==> config.mk <==
export PLATFORM = sky130hd
export DESIGN_NAME = red_target_locator
export DESIGN_NICKNAME = d
export VERILOG_FILES = /design/src/rtl/red_target_locator.sv
export SDC_FILE = /design/constraint.sdc
export NUM_CORES = 1
export LEC_CHECK = 0
export CAP_MARGIN = 20
export CORE_ASPECT_RATIO = 0.8
export CORE_UTILIZATION = 45
export CTS_BUF_LIST = sky130_fd_sc_hd__clkbuf_8
export DETAILED_ROUTE_END_ITERATION = 12
export DONT_BUFFER_PORTS = 1
export PLACE_DENSITY = 0.64
export SLEW_MARGIN = 20
export SYNTH_ARGS = -nofsm -noshare
export SYNTH_HDL_FRONTEND = slang
export SYNTH_SLANG_ARGS = --single-unit
==> constraint.sdc <==
create_clock -name iCLK -period 4.6 [get_ports iCLK]
set_input_delay 0.69 -clock iCLK [delete_from_list [all_inputs] [get_ports iCLK]]
set_output_delay 0.69 -clock iCLK [all_outputs]
set_load 0.03 [all_outputs]
==> src/rtl/red_target_locator.sv <==
// Per-frame scanner that locates the most strongly red pixel and publishes its
// position, a found flag and the qualifying-pixel count at each frame end.
module red_target_locator #(
  parameter int THRESH   = 64,
  parameter int MIN_HITS = 16,
  parameter int HIT_W    = 20
) (
  input  logic             iCLK,
  input  logic             iRST,
  input  logic [9:0]       iRed,
  input  logic [9:0]       iGreen,
  input  logic [9:0]       iBlue,
  input  logic             iDVAL,
  input  logic [12:0]      iXposition,
  input  logic [12:0]      iYposition,
  input  logic             iFrameStart,
  input  logic             iFrameEnd,
  output logic [12:0]      oXresult,
  output logic [12:0]      oYresult,
  output logic             oFinished,
  output logic             oFrameDone,
  output logic [HIT_W-1:0] oHits
);

  typedef enum logic [1:0] {IDLE, SCAN, RESOLVE} state_t;

  localparam logic signed [11:0] THRESH_S   = 12'(THRESH);
  localparam logic [HIT_W-1:0]   HIT_MAX    = '1;
  localparam logic [HIT_W-1:0]   MIN_HITS_W = HIT_W'(MIN_HITS);

  logic [10:0]        gbSum;
  logic signed [11:0] score;

  // Score and frame markers are registered together so every decision below
  // sees a pixel and its framing in the same cycle.
  logic               pDval, pStart, pEnd;
  logic [12:0]        pX, pY;
  logic signed [11:0] pScore;

  state_t             state;
  logic [HIT_W-1:0]   hitCount;
  logic signed [11:0] bestScore;
  logic [12:0]        bestX, bestY;

  logic               clearAcc, acceptPix;
  logic [HIT_W-1:0]   baseHits, hitNext;
  logic signed [11:0] baseBest, bestNext;
  logic [12:0]        baseX, baseY, xNext, yNext;

  assign gbSum = {1'b0, iGreen} + {1'b0, iBlue};
  assign score = $signed({2'b00, iRed}) - $signed({1'b0, gbSum >> 1});

  always_comb begin
    // A start restarts the frame unless it coincides with the end of a scan,
    // in which case the end takes precedence and the pixel stays in this frame.
    clearAcc  = pStart && !(state == SCAN && pEnd);
    acceptPix = pDval && (pScore > THRESH_S) && (state == SCAN || pStart);
    baseHits  = clearAcc ? '0 : hitCount;
    baseBest  = clearAcc ? THRESH_S : bestScore;
    baseX     = clearAcc ? 13'd0 : bestX;
    baseY     = clearAcc ? 13'd0 : bestY;
    hitNext   = baseHits;
    bestNext  = baseBest;
    xNext     = baseX;
    yNext     = baseY;
    if (acceptPix) begin
      if (baseHits != HIT_MAX) hitNext = baseHits + HIT_W'(1);
      if (pScore > baseBest) begin
        bestNext = pScore;
        xNext    = pX;
        yNext    = pY;
      end
    end
  end

  always_ff @(posedge iCLK) begin
    if (iRST) begin
      pDval      <= 1'b0;
      pStart     <= 1'b0;
      pEnd       <= 1'b0;
      pX         <= '0;
      pY         <= '0;
      pScore     <= '0;
      state      <= IDLE;
      hitCount   <= '0;
      bestScore  <= '0;
      bestX      <= '0;
      bestY      <= '0;
      oXresult   <= '0;
      oYresult   <= '0;
      oFinished  <= 1'b0;
      oFrameDone <= 1'b0;
      oHits      <= '0;
    end else begin
      pDval      <= iDVAL;
      pStart     <= iFrameStart;
      pEnd       <= iFrameEnd;
      pX         <= iXposition;
      pY         <= iYposition;
      pScore     <= score;
      hitCount   <= hitNext;
      bestScore  <= bestNext;
      bestX      <= xNext;
      bestY      <= yNext;
      oFrameDone <= 1'b0;
      case (state)
        IDLE: if (pStart) state <= SCAN;
        SCAN: if (pEnd) state <= RESOLVE;
        RESOLVE: begin
          oFrameDone <= 1'b1;
          oHits      <= hitCount;
          if (hitCount >= MIN_HITS_W) begin
            oXresult  <= bestX;
            oYresult  <= bestY;
            oFinished <= 1'b1;
          end else begin
            oFinished <= 1'b0;
          end
          state <= pStart ? SCAN : IDLE;
        end
        default: state <= IDLE;
      endcase
    end
  end

endmodule
==> metrics.txt, run 1 <==
cell area after layout=6930 sq um; First-pass DRT Iterations=4; Post-CTS Setup Inserts=0; Max clock buf depth=2; outcome=finished clean; Achievable Freq=271 MHz; Synth Net Count=798; r2r startpoint=state[1]; #FFs+latches synth=148; post-synth top area cell=dfxtp_1; class of the worst hold path=in -> reg; first-pass GRT wire length=21.2 mm; post_cts resized=0; Num Clock Sinks=148; pwr/cell area=399 nW/um^2; clk_lat worst skew=0.46 ns; most frequent cell after synthesis=dfxtp_1; CTS tree=built; worst-margin pin slew=1.02 ns; Die Span Y=109 um; max_cap viols=0; gpl congestion=0.820; drt drc=0; Tmin final=3.69 ns; critical path type=reg -> reg; Final Max Tran Viols=0; vias in the first global route=4442; Synth Warn #=0; synth cell count leaders=dfxtp_1, nand2_1, a21oi_1; CP Launch Type=flip-flop; final period utilization=80.2%; area of the multi-input gates=3240 sq um; Die X=135 um; Routed WL=12.9 mm; Yosys top cell area share=46.4%; initial drt markers=290; starting density of the core=46.7%; Routed Antenna Nets=0; dpl cell area=6520 sq um; Global Route Usage Sum=18.5%; CP Capture Type=flip-flop; # nets final=785; slew margin rel.=31.9%; initial antenna violation count=0; Synth area leaders=dfxtp_1, ha_1, nand2_1; RSZ-0062 raised after global routing=false; post-route clock skew=0.0201 ns; Worst Setup SP=state[1]; FF/Latch Area=2960 sq um; # H-tree levels=4; worst vdd ir=0.226 mV; area growth from synthesis to layout=8.50%; Core Box Area=13700 sq um; Post-Syn Area=6390 sq um; I/O Pins=109; via count=4650; Post-synth EDFFs=0; WL met2=5.50 mm; number of I/O port buffers=0; largest net degree at the start of global routing=139; placed wire-length estimate=8.89 mm; final core occ=50.6%; Setup TNS=0 ns; layout cell share with drive strength beyond 1=6.55%; Hold Path Stages=1; Die Area=14700 sq um; synth unique cells=56; HP Start=iRST; critical path arrival=4.04 ns; Post-synth top flop=dfxtp_1; leakage=2.43 nW; cells after synthesis=703; Reg clk slew, reported paths=0.09 ns; Ant. Diodes=0; average cell area after synthesis=9.09 sq um; Met3 Wirelength=854 um; total CTS buffers=17; final hold vios=0; Max Used Layer=met4; Routed WL per cell=14.7 um; Vias/cell=5.27; Setup violations, final=0; crit-path max FO=55; clk root buf=clkbuf_8; post-synthesis sequential area ratio=46.4%; # hold bufs at CTS=0; row count=38; grt ovf=0; wire length on met1=6.41 mm; CP required=4.95 ns; Post-synth ARST share=0%; Worst Reg-to-Reg Cells=12; fill count=1291
==> path summary, 6_finish.rpt <==
kind              slack, ns           end
setup / recovery       0.91  bestScore[0]
hold / removal         0.31      oHits[0]
setup reg to reg       0.91  bestScore[0]
hold reg to reg        0.44      bestY[7]
==> stage by stage <==
stage | std cells | hold WS, ns | setup WS (ns) | power [mW]
after floorplan | 703 | 0.417 | 1.30 | 1.69
after global placement | 851 | 0.416 | 1.01 | 1.73
after detailed placement | 851 | 0.421 | 0.883 | 1.74
after CTS | 882 | 0.270 | 0.859 | 2.79
after global routing | 882 | 0.254 | 0.533 | 2.91
final | 882 | 0.306 | 0.912 | 2.77
==> placed cells by master, fill, tap and decap left out, types with 10 or more instances in the layout <==
master      n
ha_1       32
a21oi_1    66
nand2_1   103
nand3b_1   28
xnor2_1    10
clkbuf_8   19
nor2_1     65
nand3_1    14
inv_1      10
dfxtp_1   148
xor2_1     18
mux2i_1    30
nor2b_1    38
==> flip-flops by register name (all words and copies together), names as in the netlist <==
register / count
oYresult: 13
hitCount: 20
bestScore: 12
pX: 13
bestX: 13
pDval: 1
oXresult: 13
pScore: 11
pY: 13
pEnd: 1
pStart: 1
oFrameDone: 1
oFinished: 1
state: 2
bestY: 13
oHits: 20
==> worst max-delay path, stage by stage, from the launching register on <==
cell	delay, ns
dfxtp_1	0.34
nand3b_1	0.33
nand2_1	0.53
buf_4	0.32
nand2_1	0.10
ha_1	0.28
and4b_1	0.18
a211oi_1	0.05
o211ai_1	0.29
mux2i_4	0.59
buf_12	0.28
mux2i_1	0.22
nor2_1	0.05
==> report_power, final <==
| group | internal [mW] | total (mW) | switching (mW) |
|---|---|---|---|
| Clock | 0.562 | 1.05 | 0.491 |
| Sequential | 1.33 | 1.37 | 0.0371 |
| Combinational | 0.165 | 0.348 | 0.183 |
==> cell families (layout without fill, tap and decap cells) <==
family / after synthesis / after routing / share of synthesized area, %
buf+inv: 47 / 46 / 3.21
simple gates: 304 / 304 / 23.8
xor+xnor: 28 / 28 / 3.84
mux: 32 / 32 / 5.23
fa+ha+maj: 34 / 34 / 6.89
compound gates: 110 / 110 / 10.7
flops: 148 / 148 / 46.4
==> layout make-up <==
type	instances	area share (%)
clock inverter	12	2.24
inverter	10	0.542
clock buffer	19	3.77
tap	180	3.25
multi-input combinational	508	46.7
sequential	148	42.7
timing repair buffer	5	0.722
==> routing by layer <==
metal,global-route usage [%],vias up
met3,6.38,15
met5,0,-
met4,6.42,0
li1,-,2378
met1,24.3,2121
met2,28.2,136
(Power assumes the default switching activity.)
==> run 2, diff against run 1 <==
clock period = 3.85 ns   (was 4.6 ns; I/O delays follow)
==> run 2 against run 1 <==
Cell count rose by 1.1%; clock-buffer cell count did not move; utilization rose by 0.25 points; non-clock buffer count rose by 9; sequential power rose by 18%; cell area rose by 0.49%; first-iteration DRC count rose by 15%; fmax rose by 13%; hold slack got worse by 0.10 ns; clock skew fell by 0.0068 ns; die area did not move.
==> metrics.txt, run 2 (synthesized netlist as in run 1, its figures left out) <==
outcome=finished clean; most common cell after layout, fill and taps aside=dfxtp_1; Achievable Freq=307 MHz; leakage=2.48 nW; Worst path top cell family by delay=simple AND/OR/NAND/NOR gates; class of the worst hold path=in -> reg; initial drt markers=333; area growth from synthesis to layout=9.03%; worst hold endpoint=bestScore[9]; first-pass GRT wire length=21.0 mm; Ant. Diodes=0; Setup violations, final=0; largest net degree at the start of global routing=139; reg2reg end=bestX[4]; critical path type=reg -> reg; crit-path max cell delay=0.44 ns; critical path arrival=3.58 ns; Die Area=14700 sq um; Final Max Tran Viols=0; # nets final=794; Die Span Y=109 um; row count=38; clk_lat worst skew=0.45 ns; Routed WL=12.7 mm; Vias/cell=5.23; starting density of the core=46.7%; biggest regs=hitCount: 20 flops, oHits: 20 flops; total CTS buffers=17; vias in the first global route=4485; number of I/O port buffers=0; pwr/cell area=465 nW/um^2; slew margin rel.=34.7%; drt drc=0; Tmin final=3.26 ns; CP Capture Type=flip-flop; CP Launch Type=flip-flop; gpl congestion=0.818; CTS tree=built; Post-CTS Setup Inserts=0; Worst R2R Setup Slack=0.59 ns; post-route clock skew=0.0133 ns; Global Route Usage Sum=18.3%; max_cap viols=0; crit-path max FO=24; layout cell share with drive strength beyond 1=7.58%; First-pass DRT Iterations=4; HP Start=iRST; Routed Antenna Nets=0; placed wire-length estimate=8.64 mm; initial antenna violation count=0; RSZ-0062 raised after global routing=false; r2r startpoint=state[1]; Worst Reg-to-Reg Cells=12; final period utilization=84.6%; Hold Path Stages=1; Routed WL per cell=14.2 um; Num Clock Sinks=148; post_cts resized=0; final hold vios=0; Worst path slowest cell=mux2i_4; Die X=135 um; worst vdd ir=0.232 mV; # hold bufs at CTS=0; Reg clk slew, reported paths=0.07 ns; CP required=4.18 ns; clk root buf=clkbuf_8; CP Buf/Inv Count=2; Core Box Area=13700 sq um; crit-path cells=nand3b_1 > nand2_1 > buf_4 > nand2_1 > ha_1 > and4b_1 > a211oi_1 > o211ai_1 > mux2i_4 > buf_4 > nand3b_1 > a21oi_1; Max clock buf depth=2; worst-margin pin slew=0.976 ns; most frequent cells in the layout=dfxtp_1, nand2_1, a21oi_1; # H-tree levels=4; I/O Pins=109; Power Total=3.24 mW; grt ovf=0; Setup TNS=0 ns; via count=4666
[run 2: changes by cell type in the layout (fill, tap and decap cells not counted), sizes merged]
| cell | change |
|---|---|
| buf | +9 |
| clkinv | +4 |
| inv | +2 |
| clkinvlp | -4 |
| bufinv | -1 |
[run 2: worst max-delay path by stage]
stage	to	cells after the start	start	slack, ns
3_3_place_gp	pScore[9]	12	iGreen[0]	0.47
6_report	bestX[4]	12	state[1]	0.59
3_5_place_dp	pScore[9]	13	iGreen[0]	0.39
5_1_grt	bestX[0]	12	state[0]	0.29
2_1_floorplan	bestScore[1]	13	state[1]	0.66
4_1_cts	bestX[4]	12	state[1]	0.54
[run 2: area by class of cell]
cell class                      instances  area, sq um
Tap cell                              180          225
Fill cell                            1264         6730
Sequential cell                       148         2960
Clock buffer                           19          262
Inverter                               10         37.5
Clock inverter                         13          134
Multi-Input combinational cell        508         3240
Timing Repair Buffer                   14          105
[run 2: metal layers]
| metal | share of wire (%) | vias up | track usage (%) |
|---|---|---|---|
| li1 | - | 2397 | - |
| met1 | 49 | 2146 | 23.0 |
| met2 | 44 | 108 | 29.0 |
| met3 | 5.7 | 15 | 5.53 |
| met4 | 1.7 | 0 | 8.19 |
| met5 | 0 | - | 0 |
[run 2: metrics by stage]
stage / hold slack, ns / instance area, sq um / setup WS (ns) / utilization (%) / instances
4_1_cts: 0.163 / 6970 / 0.542 / 50.9 / 892
6_report: 0.206 / 6970 / 0.594 / 50.9 / 892
3_5_place_dp: 0.422 / 6570 / 0.394 / 48.0 / 860
5_1_grt: 0.162 / 6970 / 0.294 / 50.9 / 892
2_1_floorplan: 0.417 / 6390 / 0.660 / - / 703
3_3_place_gp: 0.415 / 6570 / 0.469 / 48.0 / 860
[run 2: report_power, final]
group          internal [mW]  total [mW]  switching (mW)
combinational          0.202       0.427           0.225
sequential              1.59        1.62          0.0376
clock                  0.607        1.19           0.583
==> run 3, diff against run 2 <==
clock period = 3.21 ns   (was 3.85 ns; I/O delays follow)
==> run 3 against run 2 <==
Fmax up 7.9%; clock power rose by 42%; global-route usage is essentially flat; register-to-register slack got worse by 0.40 ns; critical path depth unchanged; flip-flop and latch count did not move; power is 28% higher; sequential share of layout area down 0.51 points; combinational power increased by 21%; die area unchanged; largest cell class unchanged; clock skew down 0.0012 ns.
==> metrics.txt, run 3 (synthesized netlist as in run 1, its figures left out) <==
crit-path cells=nand3b_1 > nand2_1 > buf_4 > nand2_1 > ha_1 > and4_1 > nand3_1 > o211ai_1 > mux2i_4 > buf_4 > nand3b_1 > a21oi_1; post-route clock skew=0.0121 ns; Global Route Usage Sum=18.3%; final core occ=51.5%; Achievable Freq=331 MHz; dpl cell area=6580 sq um; WL met2=5.73 mm; leakage=2.51 nW; Post-CTS Setup Inserts=0; fill count=1254; Power Total=4.15 mW; drt drc=0; most common cell after layout, fill and taps aside=dfxtp_1; starting density of the core=46.7%; Routed WL per cell=14.4 um; critical path arrival=3.34 ns; CP Buf/Inv Count=2; fin worst setup slack=0.191 ns; # nets final=794; crit-path max FO=20; Final Max Tran Viols=0; worst hold slack=0.133 ns; area growth from synthesis to layout=10.3%; number of I/O port buffers=0; Setup violations, final=0; outcome=finished clean; most frequent cells in the layout=dfxtp_1, nand2_1, a21oi_1; worst vdd ir=0.306 mV; initial drt markers=271; critical path type=reg -> reg; post_cts resized=0; pwr/cell area=589 nW/um^2; Routed Antenna Nets=0; Worst R2R Setup Slack=0.19 ns; Met3 Wirelength=736 um; vias in the first global route=4473; crit-path max cell delay=0.47 ns; first-pass GRT wire length=21.0 mm; placed cells=860; reg2reg end=bestY[12]; cell area after layout=7050 sq um; Num Clock Sinks=148; largest net degree at the start of global routing=139; initial antenna violation count=0; Vias/cell=5.26; CP Capture Type=flip-flop; Worst path slowest cell=mux2i_4; Hold Path Stages=1; class of the worst hold path=in -> reg; worst-margin pin slew=0.736 ns; total CTS buffers=17; r2r startpoint=state[1]; Max clock buf depth=2; clk_lat worst skew=0.44 ns; via count=4675; row count=38; layout cell share with drive strength beyond 1=7.33%; Worst path top cell family by delay=simple AND/OR/NAND/NOR gates; final period utilization=94.0%; Tmin final=3.02 ns; Setup TNS=0 ns; Ant. Diodes=0; First-pass DRT Iterations=4; grt ovf=0; clk root buf=clkbuf_8; HP Start=iRST; # hold bufs at CTS=0; slew margin rel.=50.5%; wire length on met1=6.22 mm; biggest regs=hitCount: 20 flops, oHits: 20 flops; # H-tree levels=4; final hold vios=0; Worst Reg-to-Reg Cells=12; placed wire-length estimate=8.67 mm; Die Area=14700 sq um; CP Launch Type=flip-flop; CTS tree=built; I/O Pins=109; RSZ-0062 raised after global routing=false; CP required=3.53 ns; Reg clk slew, reported paths=0.08 ns; Max Used Layer=met4; max_cap viols=0; Core Box Area=13700 sq um; Die Span Y=109 um; worst hold endpoint=oHits[0]; Routed WL=12.8 mm; DP Worst Slack=0.0467 ns; non-filler instance count after layout=889; Die X=135 um; gpl congestion=0.817
==> run 3: report_power, final <==
group	switching [mW]	internal, mW	leakage (nW)
clock	0.656	1.03	0.235
sequential	0.0458	1.90	1.20
combinational	0.270	0.247	1.07
==> run 3: cell type report <==
| cell class | instances | area (sq um) | share of cell area [%] |
|---|---|---|---|
| Clock buffer | 19 | 262 | 3.71 |
| Clock inverter | 10 | 205 | 2.91 |
| Inverter | 10 | 37.5 | 0.532 |
| Multi-Input combinational cell | 508 | 3240 | 46.0 |
| Sequential cell | 148 | 2960 | 42.0 |
| Tap cell | 180 | 225 | 3.19 |
| Timing Repair Buffer | 14 | 118 | 1.67 |
==> run 3: routing by layer <==
layer  up-vias  global-route usage (%)
met5         -                       0
met4         0                    7.22
met3        10                    6.52
met2       102                    28.9
met1      2165                    22.7
li1       2398                       -
==> run 3: worst max-delay path by stage <==
stage / from / endpoint / slack, ns / cells past startpoint
final: state[1] / bestY[12] / 0.19 / 12
after global routing: state[1] / bestY[12] / 0.006 / 12
after CTS: state[1] / bestX[6] / 0.21 / 12
after detailed placement: iGreen[0] / pScore[9] / 0.05 / 13
after global placement: iGreen[0] / pScore[9] / 0.05 / 13
after floorplan: state[1] / bestScore[1] / 0.02 / 13
==> run 3: worst reg2reg max path, cell delays in order, from the launching register on <==
cell	delay [ns]
dfxtp_1	0.34
nand3b_1	0.18
nand2_1	0.16
buf_4	0.21
nand2_1	0.09
ha_1	0.29
and4_1	0.26
nand3_1	0.09
o211ai_1	0.29
mux2i_4	0.47
buf_4	0.31
nand3b_1	0.15
a21oi_1	0.07
